$ cat config.mk
export PLATFORM = sky130hd
export DESIGN_NAME = fetch_queue
export DESIGN_NICKNAME = d
export VERILOG_FILES = /design/src/rtl/fetch_queue.sv
export SDC_FILE = /design/constraint.sdc
export NUM_CORES = 1
export LEC_CHECK = 0
export CORE_MARGIN = 5
export CORE_UTILIZATION = 61
export CTS_BUF_LIST = sky130_fd_sc_hd__clkbuf_8
export CTS_CLUSTER_DIAMETER = 150
export DETAILED_ROUTE_END_ITERATION = 10
export HOLD_SLACK_MARGIN = 0.15
export PLACE_DENSITY = 0.88
export SETUP_SLACK_MARGIN = 0.4
export SYNTH_ARGS = -nofsm -noshare
export SYNTH_HDL_FRONTEND = slang
export SYNTH_SLANG_ARGS = --single-unit
$ cat constraint.sdc
create_clock -name clk -period 5.34 [get_ports clk]
set_input_delay 0.534 -clock clk [delete_from_list [all_inputs] [get_ports clk]]
set_output_delay 0.534 -clock clk [all_outputs]
set_load 0.05 [all_outputs]
$ cat src/rtl/fetch_queue.sv
// fetch_queue
//   Instruction fetch queue between instruction memory and decode. Owns the
//   fetch PC and prefetches sequential instructions into a DEPTH-entry
//   circular buffer. It absorbs instruction-memory wait-states and decode
//   stalls. A redirect from EX flushes every queued entry and restarts fetch
//   at the word-aligned target.
//
// Ports
//   clk          rising-edge clock
//   rst          asynchronous active-low reset
//   imem_addr    fetch address (the fetch PC register)
//   imem_inst    instruction at imem_addr, same cycle
//   imem_valid   imem_inst valid this cycle (0 = wait-state)
//   redirect     taken branch/jump from EX
//   redirect_pc  redirect target; the low two bits are dropped
//   deq_ready    decode accepts the head entry
//   deq_valid    head entry valid (never asserted during a redirect)
//   deq_inst     head instruction, NOP when deq_valid = 0
//   deq_pc       head PC, 0 when deq_valid = 0
//   count        occupied entries, 0..DEPTH
//   full/empty   count == DEPTH / count == 0
module fetch_queue #(
  parameter int unsigned          XLEN     = 32,
  parameter int unsigned          DEPTH    = 4,
  parameter logic [XLEN-1:0]      RESET_PC = '0
) (
  input  logic                    clk,
  input  logic                    rst,
  output logic [XLEN-1:0]         imem_addr,
  input  logic [31:0]             imem_inst,
  input  logic                    imem_valid,
  input  logic                    redirect,
  input  logic [XLEN-1:0]         redirect_pc,
  input  logic                    deq_ready,
  output logic                    deq_valid,
  output logic [31:0]             deq_inst,
  output logic [XLEN-1:0]         deq_pc,
  output logic [$clog2(DEPTH):0]  count,
  output logic                    full,
  output logic                    empty
);

  localparam int unsigned AW = $clog2(DEPTH);
  localparam int unsigned CW = AW + 1;
  localparam logic [31:0] NOP = 32'h0000_0013;

  logic [XLEN-1:0] fpc;
  logic [AW-1:0]   wr_ptr;
  logic [AW-1:0]   rd_ptr;
  logic [CW-1:0]   cnt;

  logic [XLEN-1:0] pc_mem   [DEPTH];
  logic [31:0]     inst_mem [DEPTH];

  logic enq;
  logic deq;
  logic unused_low;

  assign unused_low = ^redirect_pc[1:0];

  assign imem_addr = fpc;
  assign count     = cnt;
  assign empty     = (cnt == '0);
  assign full      = (cnt == CW'(DEPTH));

  // The wrong-path head must not reach decode in the redirect cycle.
  assign deq_valid = ~empty & ~redirect;
  assign deq       = deq_valid & deq_ready;
  // A full queue still accepts a new entry when the head leaves this cycle.
  assign enq       = imem_valid & ~redirect & (~full | deq);

  assign deq_inst  = deq_valid ? inst_mem[rd_ptr] : NOP;
  assign deq_pc    = deq_valid ? pc_mem[rd_ptr]   : '0;

  always_ff @(posedge clk or negedge rst) begin
    if (!rst) begin
      fpc    <= RESET_PC;
      wr_ptr <= '0;
      rd_ptr <= '0;
      cnt    <= '0;
    end else if (redirect) begin
      fpc    <= {redirect_pc[XLEN-1:2], 2'b00};
      wr_ptr <= '0;
      rd_ptr <= '0;
      cnt    <= '0;
    end else begin
      if (enq) begin
        fpc    <= fpc + XLEN'(4);
        wr_ptr <= wr_ptr + AW'(1);
      end
      if (deq) begin
        rd_ptr <= rd_ptr + AW'(1);
      end
      case ({enq, deq})
        2'b10:   cnt <= cnt + CW'(1);
        2'b01:   cnt <= cnt - CW'(1);
        default: cnt <= cnt;
      endcase
    end
  end

  // Storage is never cleared; validity lives only in cnt and the pointers.
  always_ff @(posedge clk) begin
    if (enq) begin
      pc_mem[wr_ptr]   <= fpc;
      inst_mem[wr_ptr] <= imem_inst;
    end
  end

endmodule

# Word-level counts from Yosys, hierarchy flattened
# Memory sizes are Yosys's and may differ from the RTL's.
# Cells that the tools add are included.
[classes]
add_sub_neg = 5
eq_ne = 3
n_reduce_logical = 4
muxes = 12
bitwise_logic = 8
[ops]
columns = ["operator", "count"]
rows = [
  ["two-way mux 32 bit", 4],
  ["adder 32 x 3 -> 32 bit (second input constant)", 1],
  ["two-way mux 2 bit", 4],
  ["one-hot mux 3 bit (2 select lines)", 1],
  ["adder 2 x 1 -> 2 bit (second input constant)", 2],
  ["bitwise AND 1 bit", 4],
  ["nonzero test 2 bit", 2],
  ["adder 3 x 1 -> 3 bit (second input constant)", 1],
  ["equality test 3 bit (second input constant)", 1],
  ["zero test 3 bit", 1],
  ["two-way mux 3 bit", 1],
  ["NOT 1 bit", 3],
  ["nonzero test 3 bit", 1],
  ["subtractor 3 x 1 -> 3 bit (second input constant)", 1],
  ["equality test 2 x 1 -> 1 bit (second input constant)", 1],
  ["equality test 2 bit (second input constant)", 1],
  ["two-way mux 1 bit", 2],
  ["OR 1 bit", 1],
]
[totals]
ramBits = 256
elab_cells = 38
mem_count = 2
register_bits = 39
input_bits = 69
[mem_list]
columns = ["memory", "words", "word_bits", "rd", "rd_ports_with_merged_regs", "wr", "line", "rtl"]
rows = [
  ["inst_mem", 4, 32, 1, 0, 1, "53", "logic [31:0] inst_mem [DEPTH];"],
  ["pc_mem", 4, 32, 1, 0, 1, "52", "logic [XLEN-1:0] pc_mem [DEPTH];"],
]

# Longest topological paths before layout
[logic_depth]
word_depth = 9
ltp_mapped = 9

# Worst setup path after synthesis
# Ideal clock, no wire load.
[synth_timing]
path_kind = "reg2out"
start = "reg cnt[1] (netlist: count[1])"
end = "out deq_pc[22]"
arrival_ns = 3.248
setup_slack_ns = 1.558
stages_incl_launch_ff = 7
required_time_ns = 4.806
cell_sequence = "dfrtp_1 -> clkbuf_2 -> nor3_1 -> or2_2 -> inv_1 -> clkbuf_1 -> and2_1"
[synth_via]
elab_chain_len = 4
[synth_rtl]
columns = ["item", "line", "rtl"]
rows = [
  ["from (decl)", "50", "logic [CW-1:0] cnt;"],
  ["from (signal assigned)", "95", "2'b10: cnt <= cnt + CW'(1);"],
  ["from (signal assigned)", "96", "2'b01: cnt <= cnt - CW'(1);"],
  ["from (signal assigned)", "97", "default: cnt <= cnt;"],
  ["zero test 3 bit", "63", "assign empty = (cnt == '0);"],
  ["via empty", "40", "output logic empty"],
  ["NOT 1 bit", "67", "assign deq_valid = ~empty & ~redirect;"],
  ["bitwise AND 1 bit", "67", ""],
  ["via deq_valid", "35", "output logic deq_valid,"],
  ["two-way mux 32 bit", "73", "assign deq_pc = deq_valid ? pc_mem[rd_ptr] : '0;"],
  ["to (decl)", "37", "output logic [XLEN-1:0] deq_pc,"],
]
# The timed path passes the listed nets, and every way through them passes these cells.

# Worst setup path in the final report
[layout_timing]
start = "reg cnt[1] (netlist: count[1])"
end = "out deq_pc[10]"
[layout_via]
elab_chain_len = 4
[layout_rtl]
columns = ["item", "line"]
rows = [
  ["zero test 3 bit", "63"],
  ["NOT 1 bit", "67"],
  ["bitwise AND 1 bit", "67"],
  ["two-way mux 32 bit", "73"],
]
# Every way passes these cells.

==> run metrics <==
Design Power 5.350 mW; Vias/cell approximately 5.8; H-tree levels 2; total grt overflow 0; Die X ~150 um; initial DRC count 442; first-pass GRT wire length 38,300 um; latest clock arrival within the worst-skew pair ~0.54 ns; CTS max path bufs 3; status completed; Core Footprint about 19,000 um^2; final wirelength 24,260 um; cell leakage power 4.777 nW; # nets final 914; beginning of the worst register-to-register path count[1]$_DFFE_PN0P_; Std-Cell Rows 50; most frequent cells after synthesis 248 x edfxtp_1, 63 x and2_1, 62 x mux4_2; Routed Antenna Nets 0; I/O Buffers around 160; # diodes 0; vias in the first global route 7,097; Hold Path Depth 5; Detailed Routing Iterations Pass 1 5; max-cap viol count 0; gpl congestion 0.8445; fin crit share 75.67%; worst path arrival time 3.51 ns; Netlist cell types 51; initial antenna violation count 0; Initial Utilization 62.20%; #FFs+latches synth 285; CP required between 4 and 5 ns; Achievable Freq 247.5 MHz; Worst path slowest cell clkdlybuf4s50_1; Mapped Avg Cell Area 17.75 um^2; Clock Sinks 285; Cell Area, Synth 11,710 um^2; Routed WL per cell 21.45 um; Final setup viols 0; Hold EP count[1]$_DFFE_PN0P_; Buf/Inv on CP 2; startpoint types flip-flop; peak supply drop 0.0002580 V; via count 6,510; GRT Total Usage 22.37%; post_cts resized 0; ys async rst share between 10% and 20%; CTS tree done; RSZ-0062 raised after global routing no; CP endpoint kind output port; critical path cell sequence nor3_1 -> or2_2 -> inv_2 -> and2_1 -> clkdlybuf4s50_1; Fin Clk Skew 0.01567 ns; Clk pin slew, worst setup/hold paths ~0.06 ns; Hold Crit Class in2reg; layout cells sized above 1 between 15 and 20%; dpl cell area 13,490 um^2; synth top area cells edfxtp_1 64%, mux4_2 12%, dfrtp_1 7.9%, and2_1 3.4%, xnor2_1 1.6%; Post-CTS Hold Fix Bufs 1; Post-synth EDFFs 248; top-count cell post-synth edfxtp_1; CTS Buf Count 45; R2R Path End pc_mem[0][7]$_DFFE_PP_; number of I/O pins 171; CP peak stage delay 0.82 ns; Crit path max-delay family buffers and inverters; DIE AREA around 22,000 um^2; Tightest Pin Transition 1.015 ns; Rel. slew slack 32.32%; Min Clock Period, post-route 4.041 ns; hold slack final 0.5058 ns; Final Cell Area 14,320 um^2; setup TNS 0 ns; hpwl dp roughly 14,000 um; Die H around 150 um; final hold vios 0; Max Slew Vio Count 0; Synth area leader edfxtp_1; postcts setup bufs 0; CP Depth 5; HP Start redirect; critical path fanouts, max 62; Top FF cell, synth edfxtp_1; Syn. warnings 0; Synth top area share a little under two thirds; cell count after synthesis 660; drt drc 0; post-synthesis sequential area ratio 71.49%; largest net degree at the start of global routing just over 70; Reg2Reg Depth 4; power per cell area between 300 and 400 nW/um^2; worst reg-to-reg setup slack approximately 2.5 ns; Area Growth Syn to Fin 22.29%; clk root buf clkbuf_8; Crit Path Category reg2out
## per-layer routing
layer | part of all wire [%] | up-vias | track usage, %
met1 | 40 | 3261 | 29.76
met5 | 0 | - | 0
met4 | 1.8 | 0 | 6.513
li1 | - | 2913 | -
met3 | 7.9 | 40 | 5.088
met2 | 50 | 296 | 37.58
## area by class of cell
cell class              count  area [um^2]
flip-flops and latches    285         8381
fillers                  1067         4507
multi-input cells         331         3103
repair buffers            168         1664
clock buffers              49        674.4
well taps                 260        325.3
clock inverters            30        146.4
inverters                   8        30.03
## cells in the final DEF (no fill, tap or decap), drive strengths merged, types with 5 or more instances in the layout
| master | netlist | layout |
|---|---|---|
| xnor2 | 21 | 21 |
| ha | 5 | 5 |
| nand4 | 6 | 6 |
| mux4 | 62 | 62 |
| nand3 | 11 | 11 |
| xor2 | 10 | 10 |
| and2 | 64 | 64 |
| nand2 | 43 | 43 |
| and4 | 5 | 5 |
| inv | 8 | 26 |
| o21ai | 26 | 26 |
| clkinv | 0 | 10 |
| clkdlybuf4s50 | 1 | 162 |
| clkbuf | 22 | 49 |
| nor2 | 14 | 14 |
| buf | 16 | 5 |
| edfxtp | 248 | 248 |
| nor4 | 9 | 9 |
| nand2b | 5 | 5 |
| dfrtp | 37 | 37 |
| nor3 | 11 | 11 |
## metrics by stage
step	worst slack, ns	cells	utilization, %
6_report	1.299	1131	76.07
4_1_cts	1.249	1131	76.07
3_5_place_dp	1.847	1051	71.65
2_1_floorplan	1.558	663	-
3_3_place_gp	1.918	1051	71.65
5_1_grt	1.082	1131	76.07
## cells by family (layout without fill, tap and decap cells)
| group | after synthesis | after routing | synth area share [%] |
|---|---|---|---|
| multiplexers | 69 | 69 | 12.55 |
| other | 1 | 4 | 0.03202 |
| flip-flops | 285 | 285 | 71.49 |
| AND/OR/NAND/NOR | 183 | 183 | 8.685 |
| AO/OA/AOI/OAI | 38 | 38 | 2.019 |
| adder cells (fa/ha/maj) | 6 | 6 | 0.7051 |
| buffers and inverters | 47 | 255 | 2.200 |
| XOR/XNOR | 31 | 31 | 2.318 |
## tightest hold or removal path, delay by kind of cell
family / cells / cell delay [ns]
buf+inv: 1 / 0.12
compound gates: 2 / 0.14
simple gates: 2 / 0.20
## flip-flops by register name, indices dropped and copies added (netlist names)
| register | cells |
|---|---|
| rd_ptr | 2 |
| inst_mem | 128 |
| wr_ptr | 2 |
| count | 3 |
| imem_addr | 30 |
| pc_mem | 120 |
## worst max-delay path by stage
stage / start / to / slack, ns
after floorplan: count[1]$_DFFE_PN0P_ / deq_pc[22] / 1.56
after global placement: count[1]$_DFFE_PN0P_ / deq_pc[10] / 1.92
after detailed placement: count[1]$_DFFE_PN0P_ / deq_pc[27] / 1.85
after CTS: count[1]$_DFFE_PN0P_ / deq_pc[10] / 1.25
after global routing: count[1]$_DFFE_PN0P_ / deq_pc[10] / 1.08
final: count[1]$_DFFE_PN0P_ / deq_pc[10] / 1.30
## power by group
group	total (mW)	switching [mW]	internal, mW
clock network	1.67	0.781	0.887
registers	2.67	0.130	2.54
logic	1.01	0.594	0.416
Note: power is estimated with default switching activity, not from simulation.
